## src/rtl/control_sequencer.sv

```systemverilog
// Hardwired microstep control unit for the single-bus datapath.
// Decodes the IR opcode into per-T-state strobes, stretching memory steps on mem_ready.
module control_sequencer #(
    parameter int unsigned          OPCODE_W    = 5,
    parameter int unsigned          STEP_W      = 4,
    parameter logic [OPCODE_W-1:0]  OP_LD       = 5'b00000,
    parameter logic [OPCODE_W-1:0]  OP_ST       = 5'b00010,
    parameter logic [OPCODE_W-1:0]  OP_ADD      = 5'b00011,
    parameter logic [OPCODE_W-1:0]  ALU_R_LO    = 5'b00011,
    parameter logic [OPCODE_W-1:0]  ALU_R_HI    = 5'b01011,
    parameter logic [OPCODE_W-1:0]  ALU_I_LO    = 5'b01100,
    parameter logic [OPCODE_W-1:0]  ALU_I_HI    = 5'b01110,
    parameter logic [OPCODE_W-1:0]  OP_HALT     = 5'b11011,
    parameter int unsigned          MEM_TIMEOUT = 15
) (
    input  logic                clk,
    input  logic                clear,
    input  logic                run,
    input  logic [OPCODE_W-1:0] ir_opcode,
    input  logic                mem_ready,
    output logic                PCout,
    output logic                Zlowout,
    output logic                MDRout,
    output logic                Cout,
    output logic                BAout,
    output logic                Rout,
    output logic                PCin,
    output logic                MARin,
    output logic                MDRin,
    output logic                IRin,
    output logic                Yin,
    output logic                Zin,
    output logic                Rin,
    output logic                Gra,
    output logic                Grb,
    output logic                Grc,
    output logic                IncPC,
    output logic                Read,
    output logic                Write,
    output logic [OPCODE_W-1:0] Operator,
    output logic [STEP_W-1:0]   step,
    output logic                instr_done,
    output logic                halted,
    output logic                fault
);

    typedef enum logic [3:0] {
        S_IDLE  = 4'd0,
        S_T0    = 4'd1,
        S_T1    = 4'd2,
        S_T2    = 4'd3,
        S_T3    = 4'd4,
        S_T4    = 4'd5,
        S_T5    = 4'd6,
        S_T6    = 4'd7,
        S_T7    = 4'd8,
        S_HALT  = 4'd14,
        S_FAULT = 4'd15
    } state_t;

    localparam int unsigned     CNT_W    = $clog2(MEM_TIMEOUT + 1);
    localparam logic [CNT_W-1:0] CNT_LAST = CNT_W'(MEM_TIMEOUT - 1);

    state_t               state, next_state;
    logic [CNT_W-1:0]     wait_cnt;
    logic                 is_ld, is_st, is_halt, is_alur, is_alui, is_alu;
    logic                 mem_wait, timeout;
    logic [OPCODE_W-1:0]  imm_op;

    // Class decode with priority LD > ST > HALT > ALU_R > ALU_I.
    assign is_ld   = (ir_opcode == OP_LD);
    assign is_st   = !is_ld && (ir_opcode == OP_ST);
    assign is_halt = !is_ld && !is_st && (ir_opcode == OP_HALT);
    assign is_alur = !is_ld && !is_st && !is_halt &&
                     (ir_opcode >= ALU_R_LO) && (ir_opcode <= ALU_R_HI);
    assign is_alui = !is_ld && !is_st && !is_halt && !is_alur &&
                     (ir_opcode >= ALU_I_LO) && (ir_opcode <= ALU_I_HI);
    assign is_alu  = is_alur || is_alui;
    assign imm_op  = ALU_R_LO + (ir_opcode - ALU_I_LO);

    assign mem_wait = (state == S_T1) || (state == S_T6 && is_ld) || (state == S_T7 && is_st);
    assign timeout  = mem_wait && !mem_ready && (wait_cnt == CNT_LAST);

    always_ff @(posedge clk or posedge clear) begin
        if (clear) begin
            state    <= S_IDLE;
            wait_cnt <= '0;
        end else begin
            state <= next_state;
            // Counter is nonzero only while stalled in a memory step.
            if (mem_wait && !mem_ready && !timeout)
                wait_cnt <= wait_cnt + 1'b1;
            else
                wait_cnt <= '0;
        end
    end

    always_comb begin
        state_t done_next;
        done_next  = run ? S_T0 : S_IDLE;
        next_state = state;
        case (state)
            S_IDLE:  if (run) next_state = S_T0;
            S_T0:    next_state = S_T1;
            S_T1:    if (mem_ready) next_state = S_T2;
                     else if (timeout) next_state = S_FAULT;
            S_T2:    next_state = S_T3;
            S_T3:    if (is_halt) next_state = S_HALT;
                     else if (is_ld || is_st || is_alu) next_state = S_T4;
                     else next_state = done_next;
            S_T4:    next_state = S_T5;
            S_T5:    next_state = is_alu ? done_next : S_T6;
            S_T6:    if (!is_ld || mem_ready) next_state = S_T7;
                     else if (timeout) next_state = S_FAULT;
            S_T7:    if (is_ld || mem_ready) next_state = done_next;
                     else if (timeout) next_state = S_FAULT;
            S_HALT:  next_state = S_HALT;
            S_FAULT: next_state = S_FAULT;
            default: next_state = S_IDLE;
        endcase
    end

    always_comb begin
        PCout = 1'b0; Zlowout = 1'b0; MDRout = 1'b0; Cout = 1'b0; BAout = 1'b0; Rout = 1'b0;
        PCin = 1'b0; MARin = 1'b0; MDRin = 1'b0; IRin = 1'b0; Yin = 1'b0; Zin = 1'b0; Rin = 1'b0;
        Gra = 1'b0; Grb = 1'b0; Grc = 1'b0; IncPC = 1'b0; Read = 1'b0; Write = 1'b0;
        Operator   = '0;
        instr_done = 1'b0;
        step       = STEP_W'(state);
        halted     = (state == S_HALT) || (state == S_FAULT);
        fault      = (state == S_FAULT);
        case (state)
            S_T0: begin
                PCout = 1'b1; MARin = 1'b1; IncPC = 1'b1; Zin = 1'b1; Operator = OP_ADD;
            end
            S_T1: begin
                Read  = 1'b1;
                MDRin = mem_ready;
                // A zero wait count marks the first T1 cycle; PC update happens only once.
                if (wait_cnt == '0) begin
                    Zlowout = 1'b1; PCin = 1'b1;
                end
            end
            S_T2: begin
                MDRout = 1'b1; IRin = 1'b1;
            end
            S_T3: begin
                if (is_ld || is_st) begin
                    Grb = 1'b1; BAout = 1'b1; Yin = 1'b1;
                end else if (is_alu) begin
                    Grb = 1'b1; Rout = 1'b1; Yin = 1'b1;
                end else begin
                    instr_done = 1'b1;
                end
            end
            S_T4: begin
                Zin = 1'b1;
                if (is_alur) begin
                    Grc = 1'b1; Rout = 1'b1; Operator = ir_opcode;
                end else if (is_alui) begin
                    Cout = 1'b1; Operator = imm_op;
                end else begin
                    Cout = 1'b1; Operator = OP_ADD;
                end
            end
            S_T5: begin
                Zlowout = 1'b1;
                if (is_alu) begin
                    Gra = 1'b1; Rin = 1'b1; instr_done = 1'b1;
                end else begin
                    MARin = 1'b1;
                end
            end
            S_T6: begin
                if (is_ld) begin
                    Read = 1'b1; MDRin = mem_ready;
                end else begin
                    Gra = 1'b1; BAout = 1'b1; MDRin = 1'b1;
                end
            end
            S_T7: begin
                if (is_ld) begin
                    MDRout = 1'b1; Gra = 1'b1; Rin = 1'b1; instr_done = 1'b1;
                end else begin
                    Write = 1'b1; instr_done = mem_ready;
                end
            end
            default: ;
        endcase
    end

endmodule
```

## config.mk

```make
export PLATFORM = sky130hd
export DESIGN_NAME = control_sequencer
export DESIGN_NICKNAME = d
export VERILOG_FILES = /design/src/rtl/control_sequencer.sv
export SDC_FILE = /design/constraint.sdc
export NUM_CORES = 1
export LEC_CHECK = 0
export ABC_AREA = 1
export CAP_MARGIN = 5
export CORE_ASPECT_RATIO = 1.1
export CORE_MARGIN = 2
export CORE_UTILIZATION = 47
export CTS_BUF_LIST = sky130_fd_sc_hd__clkbuf_4 sky130_fd_sc_hd__clkbuf_8
export CTS_CLUSTER_DIAMETER = 200
export CTS_CLUSTER_SIZE = 20
export DETAILED_ROUTE_END_ITERATION = 8
export HOLD_SLACK_MARGIN = 0.05
export PLACE_DENSITY = 0.89
export SLEW_MARGIN = 15
export SYNTH_ARGS = -nofsm -noshare
export SYNTH_HDL_FRONTEND = slang
export SYNTH_SLANG_ARGS = --single-unit
```

## constraint.sdc

```tcl
create_clock -name clk -period 2.51 [get_ports clk]
set_input_delay 0.502 -clock clk [delete_from_list [all_inputs] [get_ports clk]]
set_output_delay 0.502 -clock clk [all_outputs]
set_load 0.1 [all_outputs]
```

==> results of run 1 <==
through the flow:
step / utilization (%) / hold WS (ps) / instance area, µm²
floorplan: - / 318 / 1390
global placement: 96.4 / 474 / 2170
detailed placement: 96.4 / 490 / 2170
cell families after synthesis:
kind of cell	share of synthesized area (%)
XOR/XNOR	1.55
other	0.332
AO/OA/AOI/OAI	7.42
flip-flops	17.7
adder cells (fa/ha/maj)	7.75
AND/OR/NAND/NOR	51.3
buffers and inverters	14.0
==> summary.md, run 1 <==
| Metric | Value |
|---|---|
| Post-synth top area share | `17.7%` |
| Main synth FF type | `dfrtp_1` |
| Hold_buf cts | `0` |
| Num CTS Buffers | `3` |
| Post-synth top cells | `41 x nand2_1, 28 x inv_1, 18 x nor2_1, 9 x nand3_1` |
| I/O Pins | `40` |
| Dpl cells | `261` |
| Asr flop ratio synth | `100%` |
| Failing step | `clock tree synthesis` |
| DIE WIDTH | `50.7 µm` |
| Gp weighted congestion | `0.970` |
| Place WS | `-407 ps` |
| Top-count cell post-synth | `nand2_1` |
| Num Clock Sinks | `8` |
| Mapped Cells | `175` |
| Synthesized cell area | `0.00113 mm²` |
| Starting Density | `50.2%` |
| Post-CTS Resized | `26` |
| Post-synthesis register bit count | `8` |
| Yosys warning count | `0` |
| Status | `stopped before the end` |
| Post-synth EDFFs | `0` |
| Syn Area/Cell | `6.46 µm²` |
| Largest cells by area after synthesis | `dfrtp_1 18%, nand2_1 14%, inv_1 9.3%` |
| Syn_nets | `191` |
| Post-detail-place hpwl | `4420 µm` |
| Sequential fraction of the synthesis area | `17.7%` |
| Worst-case clock buffer depth | `2` |
| Row cnt | `18` |
| Most area-hungry cell type in the Yosys netlist | `dfrtp_1` |
| Max H-tree Level | `1` |
| Post-CTS Setup Inserts | `4` |
| Tool Error | `[ERROR DPL-0038] Utilization greater than 100%, impossible to legalize` |
| Port bufs | `38` |
| CTS root buffer | `clkbuf_4` |
| Synth unique cells | `32` |
| Die height | `55.4 µm` |
==> inputs of run 2 (changes only) <==
CORE_AREA = 2 2 63 65   (was default)
CORE_ASPECT_RATIO = default   (was 1.1)
CORE_MARGIN = default   (was 2)
CORE_UTILIZATION = default   (was 47)
CTS_BUF_LIST = default   (was sky130_fd_sc_hd__clkbuf_4 sky130_fd_sc_hd__clkbuf_8)
CTS_CLUSTER_DIAMETER = default   (was 200)
CTS_CLUSTER_SIZE = default   (was 20)
DIE_AREA = 0 0 65 67   (was default)
HOLD_SLACK_MARGIN = default   (was 0.05)
PLACE_DENSITY = default   (was 0.89)
PLACE_DENSITY_LB_ADDON = 0.15   (was default)
==> run 2 against run 1 <==
The flow now finishes without violations. Area after synthesis stayed put. Synthesized cell count stayed put.
==> summary.md, run 2 <==
| Metric | Value |
|---|---|
| Status | `completed` |
| First-pass DRT Iterations | `4` |
| Num CTS Buffers | `3 (unchanged)` |
| Crit share post-route | `96.2%` |
| Most common cell after layout, fill and taps aside | `nand2_1` |
| Sequential fraction of the synthesis area | `17.7% (unchanged)` |
| Antenna Nets Post-Route | `0` |
| LEAKAGE | `1.07 nW` |
| Routed vias | `1,332` |
| Clock transition at path regs | `40 ps` |
| Hold Vio Cnt, Final | `0` |
| Fin worst setup slack | `94.3 ps` |
| Starting Density | `31.3% (-19 points)` |
| Number of max-cap violations | `0` |
| DRC Markers | `0` |
| Critical path type | `in2out` |
| Post-detail-place hpwl | `3150 µm (-29%)` |
| Die height | `67 µm (+21%)` |
| Minimum clock period | `2420 ps` |
| GR Overflow Total | `0` |
| Hold_buf cts | `0 (unchanged)` |
| Post-synth EDFFs | `0 (unchanged)` |
| Most frequent cells in the layout | `33 x nand2_1, 29 x buf_4, 24 x buf_12` |
| Syn Area/Cell | `6.46 µm² (unchanged)` |
| Largest cells by area after synthesis | `dfrtp_1 18%, nand2_1 14%, inv_1 9.3%` |
| GRT Total Usage | `18.7%` |
| 1st-iter DRT viols | `70` |
| Main synth FF type | `dfrtp_1` |
| FILL cells | `307` |
| Final non-filler cell total | `285` |
| Top-count cell post-synth | `nand2_1` |
| Multi-input logic area | `0.00100 mm²` |
| Post-synth top area share | `17.7% (unchanged)` |
| Ant. Diodes | `0` |
| Die area | `0.00436 mm²` |
| Max H-tree Level | `1 (unchanged)` |
| Hold Path Class | `in2async` |
| Post-Route WL | `3660 µm` |
| Setup_tns | `0 ps` |
| Slew Viols, Final | `0` |
| Unrepaired setup endpoints after global routing | `no` |
| Worst VDD drop | `0.128 mV` |
| Setup violators final | `0` |
| Total core area | `0.00361 mm²` |
| P&R area growth vs syn | `100%` |
| Place WS | `-344 ps (+62.3 ps)` |
| Largest net degree at the start of global routing | `9` |
| Worst Clk Skew | `6.87 ps` |
| Reg area | `215 µm²` |
| Crit. End Element | `output port` |
| Yosys warning count | `0 (unchanged)` |
| Syn_nets | `191 (unchanged)` |
| P per Cell Area | `181 mW/mm²` |
| DIE WIDTH | `65 µm (+28%)` |
| Post-synthesis register bit count | `8 (unchanged)` |
| Wire length per cell | `12.9 µm` |
| Port bufs | `38 (unchanged)` |
| CTS tree | `yes` |
| Most area-hungry cell type in the Yosys netlist | `dfrtp_1` |
| Vias/cell | `4.67` |
| Final nets | `254` |
| Critical Path RT | `2010 ps` |
| Vias in the first global route | `1,375` |
| CTS root buffer | `clkbuf_8` |
| Synthesized cell area | `0.00113 mm² (unchanged)` |
| Fraction of layout cells with a size suffix above 1 | `55.7%` |
| Clk Latency, worst-skew pair | `230 ps` |
| Worst-case clock buffer depth | `2 (unchanged)` |
| CP Launch Type | `input pin` |
| Dpl cells | `280 (+7.3%)` |
| Max Clock Freq | `414 MHz` |
| Post-synth top cells | `41 x nand2_1, 28 x inv_1, 18 x nor2_1, 9 x nand3_1` |
| Gp weighted congestion | `0.914 (-5.7%)` |
| Crit Path Max Fanout | `5` |
| Mapped Cells | `175 (unchanged)` |
| Initial antenna violation count | `0` |
| Row cnt | `22 (+4)` |
| Asr flop ratio synth | `100% (unchanged)` |
| I/O Pins | `40 (unchanged)` |
| First-pass GRT wire length | `6270 µm` |
| Synth unique cells | `32 (unchanged)` |
| Num Clock Sinks | `8 (unchanged)` |
| Worst Path Arrival | `1910 ps` |
==> run 2: logic make-up (layout without fill, tap and decap cells) <==
kind of cell	Yosys count	after routing	share of synthesized area (%)
AOI/OAI and AO/OA	11	11	7.42
xor gates and xnor gates	2	2	1.55
adders and majority gates	7	7	7.75
buffers and inverters	39	101	14.0
DFF	8	8	17.7
other	1	1	0.332
and+or+nand+nor	107	107	51.3
==> run 2: timing repair <==
action / CTS / global route
pin swaps: 8 / 4
hold endpoints to repair: 0 / 0
buffers inserted: 2 / 1
endpoints found under the setup margin: 18 / 12
cloned: 0 / 0
gates resized for setup: 14 / 7
==> run 2: layout make-up <==
cell class	count	area share [%]
inverters	36	7.24
multi-input cells	128	44.3
clock buffers	4	1.99
well taps	48	2.65
repair buffers	61	34.3
flip-flops and latches	8	9.51
==> run 2: critical path: stages <==
cell        delay [ps]
clkbuf_4           170
ha_4               180
inv_2               50
nand2_1             50
nor2_2             150
nor2_4              60
nand3_4            110
nand2_4             90
inv_4               80
nand2_4             60
nand2_4             70
clkinvlp_4         120
buf_12             190
==> run 2: worst paths after layout <==
check	from	endpoint	slack [ps]	depth (start not counted)
worst max-delay path	ir_opcode[0]	Yin	90	13
worst min-delay path	clear	step[2]$_DFFE_PP0P_	510	2
worst max register to register	step[0]$_DFFE_PP0P_	step[0]$_DFFE_PP0P_	900	12
worst min register to register	wait_cnt[0]$_DFF_PP0_	wait_cnt[0]$_DFF_PP0_	520	1
max in group asynchronous	clear	step[0]$_DFFE_PP0P_	1750	2
min in group clk	wait_cnt[0]$_DFF_PP0_	wait_cnt[0]$_DFF_PP0_	520	1
==> run 2: per-layer routing <==
layer | vias to the layer above | wire [µm] | track usage, %
li1 | 668 | - | -
met4 | 0 | 14 | 6.38
met3 | 2 | 188 | 3.21
met5 | - | 0 | 0
met1 | 628 | 1410 | 19.4
met2 | 34 | 2050 | 37.4
==> run 2: stage by stage <==
step                      hold slack [ps]  util, %  power (mW)  instance area, µm²
final                                 514     62.8       0.410                2260
after global routing                  529     62.8       0.431                2260
after global placement                472     61.4       0.248                2210
after floorplan                       318        -       0.194                1390
after detailed placement              502     61.4       0.252                2210
after CTS                             515     63.7       0.419                2300
==> run 2: where the power goes <==
part / switching, mW / leakage (nW) / internal [mW] / total, mW
sequential: 0 / 0.0917 / 0.129 / 0.129
combinational: 0.0697 / 0.959 / 0.0497 / 0.119
clock: 0.0514 / 0.0228 / 0.110 / 0.161
(Power assumes the default switching activity.)
==> inputs of run 3 (changes only) <==
PLACE_DENSITY = 0.7   (was default)
PLACE_DENSITY_LB_ADDON = default   (was 0.15)
==> run 3 against run 2 <==
Clock skew down 3.3 ps. Cell count up 0.35%. Sequential cell count unchanged. Register-to-register slack about the same. Count of clock-buffer cells in the layout unchanged. Die area unchanged. Sequential power about the same. Fmax down 0.76%. Wire length down 2.5%. Sequential share of layout area down 0.094 points. Final area up 0.99%. Critical endpoint is now instr_done. Largest power group unchanged.
==> summary.md, run 3 (same netlist as run 2, synthesis figures left out) <==
| Metric | Value |
|---|---|
| Most common cell after layout, fill and taps aside | `nand2_1` |
| Post-Route WL | `3570 µm (-2.5%)` |
| Tot Pwr | `0.414 mW (+0.96%)` |
| Post-detail-place hpwl | `3020 µm (-4.0%)` |
| 1st-iter DRT viols | `38 (-46%)` |
| Initial antenna violation count | `0 (unchanged)` |
| I/O Pins | `40 (unchanged)` |
| CP Launch Type | `input pin` |
| Fraction of layout cells with a size suffix above 1 | `55.5% (-0.23 points)` |
| Hold_buf cts | `0 (unchanged)` |
| Die height | `67 µm (unchanged)` |
| Routed met1 length | `1310 µm (-7.3%)` |
| Vias/cell | `4.66 (-0.20%)` |
| Wire length on met3 | `134 µm (-29%)` |
| Crit share post-route | `97.0% (+0.74 points)` |
| Max Clock Freq | `411 MHz (-0.76%)` |
| Hold Path Class | `reg2reg` |
| GRT Total Usage | `18.2% (-0.51 points)` |
| Most frequent cells in the layout | `34 x nand2_1, 26 x buf_4, 26 x buf_12` |
| Worst VDD drop | `0.109 mV (-15%)` |
| Antenna Nets Post-Route | `0 (unchanged)` |
| Setup_tns | `0 ps (unchanged)` |
| Critical Path RT | `2010 ps (about the same)` |
| Ant. Diodes | `0 (unchanged)` |
| Fin worst setup slack | `75.7 ps (-18.6 ps)` |
| DRC Markers | `0 (unchanged)` |
| Worst path bufs/invs | `5 (unchanged)` |
| Largest net degree at the start of global routing | `9 (unchanged)` |
| Clock transition at path regs | `40 ps (about the same)` |
| Starting Density | `31.3% (unchanged)` |
| Top sig layer | `met4` |
| Worst-case clock buffer depth | `2 (unchanged)` |
| Hold Vio Cnt, Final | `0 (unchanged)` |
| Status | `completed` |
| Number of max-cap violations | `0 (unchanged)` |
| GR Overflow Total | `0 (unchanged)` |
| Minimum clock period | `2430 ps (+18.6 ps)` |
| Gp weighted congestion | `0.851 (-6.9%)` |
| Hold Slack | `503 ps (-10.8 ps)` |
| Critical path type | `in2out` |
| Crit. End Element | `output port` |
| LEAKAGE | `1.08 nW (+0.70%)` |
| Wire length per cell | `12.5 µm (-2.9%)` |
| Max H-tree Level | `1 (unchanged)` |
| Vias in the first global route | `1,454 (+5.7%)` |
| Clk Latency, worst-skew pair | `230 ps (about the same)` |
| Port bufs | `38 (unchanged)` |
| Row cnt | `22 (unchanged)` |
| Max stage delay on crit path | `210 ps (+20 ps)` |
| Setup violators final | `0 (unchanged)` |
| Family with the most delay on the worst path | `buffers and inverters` |
| First-pass GRT wire length | `6150 µm (-1.8%)` |
| Num CTS Buffers | `3 (unchanged)` |
| Dpl cells | `279 (-0.36%)` |
| Slew Viols, Final | `0 (unchanged)` |
| DIE WIDTH | `65 µm (unchanged)` |
| Final nets | `255 (+0.39%)` |
| Place WS | `-339 ps (+5.66 ps)` |
| Die area | `0.00436 mm² (unchanged)` |
| Worst Path Arrival | `1930 ps (+20 ps)` |
| Met2 Wirelength | `2040 µm (-0.63%)` |
| P per Cell Area | `181 mW/mm² (about the same)` |
| Final non-filler cell total | `286 (+0.35%)` |
| First-pass DRT Iterations | `4 (unchanged)` |
| Crit-path slowest cell | `o211ai_4` |
| Worst Clk Skew | `3.53 ps (-3.34 ps)` |
| Total core area | `0.00361 mm² (unchanged)` |
| CTS tree | `yes` |
| CTS root buffer | `clkbuf_8` |
| Crit-path cells | `clkbuf_2 > buf_6 > ha_4 > inv_2 > nand2_2 > nor2_2 > nor2_2 > nand3_4 > nand2_4 > inv_4 > nand2_4 > o211ai_4 > buf_12` |
| Routed vias | `1,334 (+0.15%)` |
| P&R area growth vs syn | `102%` |
| Num Clock Sinks | `8 (unchanged)` |
| Crit Path Max Fanout | `5 (unchanged)` |
[run 3: cell count changes in the layout (fill, tap and decap cells not counted)]
cell	change
buf_12	+2
buf_4	-3
buf_6	+1
clkbuf_2	+1
dlygate4sd2_1	+1
dlymetal6s2s_1	-1
nand2_1	+1
nand2_2	-1
nor2_2	+1
nor2_4	-1
[run 3: cell type report]
type                    instances  area, µm²
fillers                       315       1320
multi-input cells             128        995
repair buffers                 62        807
flip-flops and latches          8        215
inverters                      36        164
well taps                      48       60.1
clock buffers                   4       45.0
[run 3: path summary, 6_finish.rpt]
path	startpoint	cells past startpoint	endpoint	slack, ps
worst max-delay path	ir_opcode[1]	13	instr_done	80
worst min-delay path	wait_cnt[0]$_DFF_PP0_	1	wait_cnt[0]$_DFF_PP0_	500
worst max register to register	step[3]$_DFFE_PP0P_	7	step[2]$_DFFE_PP0P_	890
worst min register to register	wait_cnt[0]$_DFF_PP0_	1	wait_cnt[0]$_DFF_PP0_	500
max in group asynchronous	clear	2	step[0]$_DFFE_PP0P_	1730
min in group asynchronous	clear	2	step[3]$_DFFE_PP0P_	520
[run 3: per-stage QoR]
stage / util [%] / instance area (µm²)
floorplan: - / 1390
CTS: 63.7 / 2300
global placement: 61.2 / 2210
detailed placement: 61.2 / 2210
global route: 63.4 / 2290
finish: 63.4 / 2290
[run 3: layer usage]
layer	up-vias	GRT usage, %
met2	35	36.5
met3	7	3.04
met5	-	0
met4	0	5.85
met1	625	19.0
li1	667	-
[run 3: what timing repair did]
item	in CTS	in global routing
endpoints found under the setup margin	18	12
gates resized for setup	13	4
buffers inserted	3	2
endpoints found under the hold margin	0	0
pin swaps	9	9
[run 3: where the power goes]
part           switching (mW)  total (mW)  internal [mW]  leakage [nW]
combinational          0.0695       0.122         0.0525         0.966
sequential                  0       0.130          0.130        0.0917
clock                  0.0526       0.163          0.110        0.0228
